<file path="src/rtl/alu_seq_pkg.sv">
// Shared types and ALU encodings for the ALU operation sequencer.
// States, select codes and mode values used by the sequencer and its users.
package alu_seq_pkg;

  typedef enum logic [1:0] {
    IDLE = 2'd0,
    LO   = 2'd1,
    HI   = 2'd2,
    DONE = 2'd3
  } state_e;

  localparam logic [3:0] ALU_SEL_ADD     = 4'b1001;
  localparam logic [3:0] ALU_SEL_SUB     = 4'b0110;
  localparam logic [3:0] ALU_SEL_AMINUS1 = 4'b1111;
  localparam logic [3:0] ALU_SEL_AND     = 4'b1011;
  localparam logic [3:0] ALU_SEL_OR      = 4'b1110;
  localparam logic [3:0] ALU_SEL_XOR     = 4'b0110;

  localparam logic ALU_MODE_ARITH = 1'b0;
  localparam logic ALU_MODE_LOGIC = 1'b1;

endpackage

</file>
<file path="src/rtl/alu_op_sequencer.sv">
// Issue stage for a WIDTH-bit ALU; wide ops run as two chained passes.
// Optional ALU_SEQ_ZERO_FLAG_EN adds a registered res_zero output.
module alu_op_sequencer
  import alu_seq_pkg::*;
#(
  parameter int WIDTH = 16
) (
  input  logic               clk,
  input  logic               rst,
  input  logic               cmd_valid,
  output logic               cmd_ready,
  input  logic               cmd_wide,
  input  logic               cmd_mode,
  input  logic [3:0]         cmd_select,
  input  logic               cmd_carry_in,
  input  logic [2*WIDTH-1:0] cmd_a,
  input  logic [2*WIDTH-1:0] cmd_b,
  output logic [WIDTH-1:0]   alu_in_a,
  output logic [WIDTH-1:0]   alu_in_b,
  output logic [3:0]         alu_select,
  output logic               alu_mode,
  output logic               alu_carry_in,
  input  logic [WIDTH-1:0]   alu_out,
  input  logic               alu_carry_out,
  input  logic               alu_compare,
  output logic               res_valid,
  input  logic               res_ready,
  output logic [2*WIDTH-1:0] res_data,
  output logic               res_carry,
  output logic               res_equal
`ifdef ALU_SEQ_ZERO_FLAG_EN
  ,
  output logic               res_zero
`endif
);

  state_e state_q, state_d;

  logic               wide_q;
  logic               mode_q;
  logic [3:0]         sel_q;
  logic               cin_q;
  logic [2*WIDTH-1:0] a_q;
  logic [2*WIDTH-1:0] b_q;
  logic [WIDTH-1:0]   lo_q;
  logic [WIDTH-1:0]   hi_q;
  logic               carry_q;
  logic               equal_q;

  logic accept;
  assign accept = cmd_valid && cmd_ready;

  always_ff @(posedge clk) begin
    if (rst) state_q <= IDLE;
    else     state_q <= state_d;
  end

  always_comb begin
    state_d = state_q;
    case (state_q)
      IDLE:    if (cmd_valid) state_d = LO;
      LO:      state_d = wide_q ? HI : DONE;
      HI:      state_d = DONE;
      DONE:    if (res_ready) state_d = IDLE;
      default: state_d = IDLE;
    endcase
  end

  always_comb begin
    cmd_ready    = (state_q == IDLE) && !rst;
    alu_select   = sel_q;
    alu_mode     = mode_q;
    alu_in_a     = '0;
    alu_in_b     = '0;
    alu_carry_in = 1'b0;
    case (state_q)
      LO: begin
        alu_in_a     = a_q[WIDTH-1:0];
        alu_in_b     = b_q[WIDTH-1:0];
        alu_carry_in = cin_q;
      end
      HI: begin
        alu_in_a     = a_q[2*WIDTH-1:WIDTH];
        alu_in_b     = b_q[2*WIDTH-1:WIDTH];
        alu_carry_in = carry_q;
      end
      default: ;
    endcase
  end

  // Result registers are cleared on accept so a narrow op leaves the upper half zero.
  always_ff @(posedge clk) begin
    if (rst) begin
      wide_q  <= 1'b0;
      mode_q  <= 1'b0;
      sel_q   <= '0;
      cin_q   <= 1'b0;
      a_q     <= '0;
      b_q     <= '0;
      lo_q    <= '0;
      hi_q    <= '0;
      carry_q <= 1'b0;
      equal_q <= 1'b0;
    end else begin
      case (state_q)
        IDLE: begin
          if (accept) begin
            wide_q  <= cmd_wide;
            mode_q  <= cmd_mode;
            sel_q   <= cmd_select;
            cin_q   <= cmd_carry_in;
            a_q     <= cmd_a;
            b_q     <= cmd_b;
            lo_q    <= '0;
            hi_q    <= '0;
            carry_q <= 1'b0;
            equal_q <= 1'b0;
          end
        end
        LO: begin
          lo_q    <= alu_out;
          carry_q <= alu_carry_out;
          equal_q <= alu_compare;
        end
        HI: begin
          hi_q    <= alu_out;
          carry_q <= alu_carry_out;
          equal_q <= equal_q & alu_compare;
        end
        default: ;
      endcase
    end
  end

`ifdef ALU_SEQ_ZERO_FLAG_EN
  logic zero_q;

  always_ff @(posedge clk) begin
    if (rst) begin
      zero_q <= 1'b0;
    end else begin
      case (state_q)
        IDLE:    if (accept) zero_q <= 1'b0;
        LO:      zero_q <= (alu_out == '0);
        HI:      zero_q <= zero_q & (alu_out == '0);
        default: ;
      endcase
    end
  end

  assign res_zero = zero_q;
`endif

  assign res_valid = (state_q == DONE);
  assign res_data  = {hi_q, lo_q};
  assign res_carry = carry_q;
  assign res_equal = equal_q;

endmodule

</file>
<file path="config.mk">
export PLATFORM = sky130hd
export DESIGN_NAME = alu_op_sequencer
export DESIGN_NICKNAME = d
export VERILOG_FILES = /design/src/rtl/alu_seq_pkg.sv /design/src/rtl/alu_op_sequencer.sv
export SDC_FILE = /design/constraint.sdc
export NUM_CORES = 1
export LEC_CHECK = 0
export BUFFER_PORTS_ARGS = -buffer_cell sky130_fd_sc_hd__buf_2
export CAP_MARGIN = 20
export CORE_MARGIN = 2
export CORE_UTILIZATION = 35
export CTS_CLUSTER_SIZE = 16
export DETAILED_ROUTE_END_ITERATION = 12
export SLEW_MARGIN = 30
export SYNTH_ARGS = -nofsm -noshare
export SYNTH_HDL_FRONTEND = slang
export SYNTH_SLANG_ARGS = --single-unit
</file>
<file path="constraint.sdc">
create_clock -name clk -period 1.95 [get_ports clk]
set_clock_uncertainty 0.15 [all_clocks]
set_input_delay 0.2925 -clock clk [delete_from_list [all_inputs] [get_ports clk]]
set_output_delay 0.2925 -clock clk [all_outputs]
set_load 0.02 [all_outputs]
</file>
==> reports/summary.txt <==
DRT met1 WL - 7030 µm
gpl congestion - 0.806
Startpoint Class - register
Post-synth EDFFs - 0
antenna cell count - 0
data required time of the critical path - 1.51 ns
Final Max Slew Viols - 0
top cells by instance count after synthesis - sky130_fd_sc_hd__nand2_1, sky130_fd_sc_hd__dfxtp_1, sky130_fd_sc_hd__nand3b_1
final hold viol count - 0
first-pass detailed-route iteration total - 4
synthesized net count - 704
final worst path period share - 105%
highest clock rate - 488 MHz
area of the core region - 0.0139 mm²
Post-Route Hold Slack - 0.0181 ns
Setup crit end kind - output pin
dominant synthesized flop cell - sky130_fd_sc_hd__dfxtp_1
Total Nets Final - 922
fraction of layout instances using a drive strength above 1 - 36.6%
Setup Viol. Count Final - 33
number of global-route vias before repair - 5041
maximum level of the CTS H-tree - 3
transition time at the pin with the least slew margin - 0.689 ns
global-route wire length before repair - 24200 µm
initial antenna violation count - 0
total track usage - 20.2%
TritonCTS clock tree - yes
Die Wd - 124 µm
height of the die - 124 µm
register clock-pin slew on the reported worst setup and hold paths - 0.07 ns
Antenna Nets Post-Route - 0
average detailed-routed wire length per instance - 16.0 µm
Detail Route met2 WL - 7940 µm
failing checks - setup timing
pin count of the biggest net entering global routing - 73
Ports - 167
Max Used Layer - met4
worst vdd rail ir drop - 0.617 mV
proportion of synthesized chip area in sequential cells - 42.6%
total of max-cap violations - 0
post-synthesis register bit count - 107
Post-synth ARST share - 0%
total length of routed wires - 16100 µm
cell with the most instances after synthesis - sky130_fd_sc_hd__nand2_1
Synth Warn # - 0
Fillers - 1208
routed vias/inst - 5.04
run status - complete, but fails checks
number of buffers inserted by port buffering - 166
post-synthesis cell type with the largest combined area - sky130_fd_sc_hd__dfxtp_1
minimum setup slack among reg-to-reg paths - 0.18 ns
growth of design area from synthesis to finish - 53.0%
effective utilization at floorplan - 36.1%
FF+latch area - 0.00215 mm²
number of DRC violations after detailed routing - 0
max-slew headroom at the worst pin - 54.1%
mean post-synth cell area - 8.32 µm²
clock period minus worst slack - 2.05 ns
Clock Path Buffers - 2
overall power consumption - 8.95 mW
ranking of synthesized cells by area - sky130_fd_sc_hd__dfxtp_1, sky130_fd_sc_hd__nand2_1, sky130_fd_sc_hd__nand3b_1
violation count after the first detailed-routing iteration - 235
root cell of the clock tree - sky130_fd_sc_hd__clkbuf_16
placed wire-length estimate - 9470 µm
number of buffers created by CTS - 9
gate count after technology mapping - 604
combined area of the multi-input logic cells - 0.00290 mm²
Sinks on Clock Net - 107
share of the synthesized area in the top cell type - 42.6%
crit path kind - reg -> out
RSZ-0062 raised after global routing - yes
met3 wire len - 729 µm
largest fanout on the critical path - 13
class of the most critical hold timing path - in -> reg
Cell Area, Synth - 0.00502 mm²
Arrival @ worst endpoint - 1.61 ns
floorplan die area - 0.0153 mm²
Site Rows - 43
clock latency reported for the late side of the worst-skew pair - 0.35 ns
reported leakage power - 3.30 nW
cell area power density - 1160 mW/mm²
total vias in the final route - 5072
overflow left after global routing - 0
setup slack after layout - -0.100 ns
count of distinct cell types in the synthesized netlist - 27
state kept, by name (all words and copies together) (netlist names):
register,flops
hi_q,16
res_carry,1
state_q,2
cin_q,1
b_q,32
alu_mode,1
lo_q,16
wide_q,1
a_q,32
res_equal,1
alu_select,4
kinds of logic after synthesis:
| kind of cell | share of synthesized area, % |
|---|---|
| adders and majority gates | 1.74 |
| and+or+nand+nor | 32.5 |
| AOI/OAI and AO/OA | 16.0 |
| buffers and inverters | 7.15 |
| DFF | 42.6 |
placed cells by master (no fill, tap or decap), drive strengths merged:
| cell | synthesis | final |
|---|---|---|
| or3 | 1 | 1 |
| buf | 34 | 192 |
| nand3 | 35 | 35 |
| clkinv | 0 | 2 |
| o21ai | 1 | 1 |
| and3 | 1 | 1 |
| a31oi | 1 | 1 |
| a22oi | 33 | 33 |
| clkbuf | 23 | 15 |
| or2 | 1 | 1 |
| and3b | 1 | 1 |
| a21o | 33 | 33 |
| dfxtp | 107 | 107 |
| ha | 7 | 7 |
| nor2 | 1 | 1 |
| a21oi | 35 | 35 |
| nor2b | 35 | 35 |
| inv | 3 | 3 |
| dlygate4sd3 | 0 | 70 |
| nand2b | 4 | 4 |
| nand3b | 71 | 71 |
| nand2 | 173 | 173 |
| a211oi | 1 | 1 |
| o31ai | 2 | 2 |
| a311oi | 1 | 1 |
final timing paths:
kind / depth (start not counted) / to / start
hold / removal: 3 / a_q[17] / cmd_a[17]
setup / recovery: 5 / alu_in_b[2] / state_q[0]
setup reg to reg: 7 / res_equal / state_q[0]
hold reg to reg: 2 / hi_q[14] / hi_q[14]
through the flow:
stage	TNS, ns	util [%]	instances	setup slack (ns)	area (µm²)
after floorplan	0	-	604	0.0158	5100
after global placement	0	43.3	913	0.0883	6040
after detailed placement	0	43.3	913	0.0292	6040
after CTS	-1.74	53.6	1003	-0.0998	7470
after global routing	-3.61	55.2	1006	-0.130	7690
final	-2.06	55.2	1006	-0.100	7690
what timing repair did:
item | CTS | global route
setup endpoints to repair | 34 | 33
pin swaps | 10 | 3
resized for setup | 106 | 36
hold buffers | 70 | 0
buffers inserted | 3 | 1
gates cloned | 2 | 2
endpoints found under the hold margin | 70 | 0
where the power goes:
| part | internal (mW) | leakage [nW] | switching [mW] |
|---|---|---|---|
| clock network | 0.962 | 0.141 | 0.806 |
| registers | 2.61 | 0.875 | 0.291 |
| logic | 2.08 | 2.28 | 2.20 |
| total | 5.65 | 3.30 | 3.30 |
worst max-delay path: stages (launching register included):
cell and delay [ns]:
sky130_fd_sc_hd__dfxtp_4 0.39, sky130_fd_sc_hd__inv_6 0.05, sky130_fd_sc_hd__ha_4 0.33, sky130_fd_sc_hd__buf_16 0.16
sky130_fd_sc_hd__nor2b_2 0.16, sky130_fd_sc_hd__buf_4 0.15
layer usage:
metal / GRT usage, % / vias to the layer above
met5: 0 / -
met4: 9.87 / 0
met3: 3.34 / 33
met2: 34.1 / 152
met1: 25.0 / 2428
li1: - / 2459
area by class of cell:
class	instances	area share (%)
clock buffer	13	3.52
tap	180	2.93
sequential	107	27.9
clock inverter	2	0.130
multi-input combinational	437	37.7
inverter	3	0.244
timing repair buffer	264	27.6
Power figures use the tool's default switching activity.
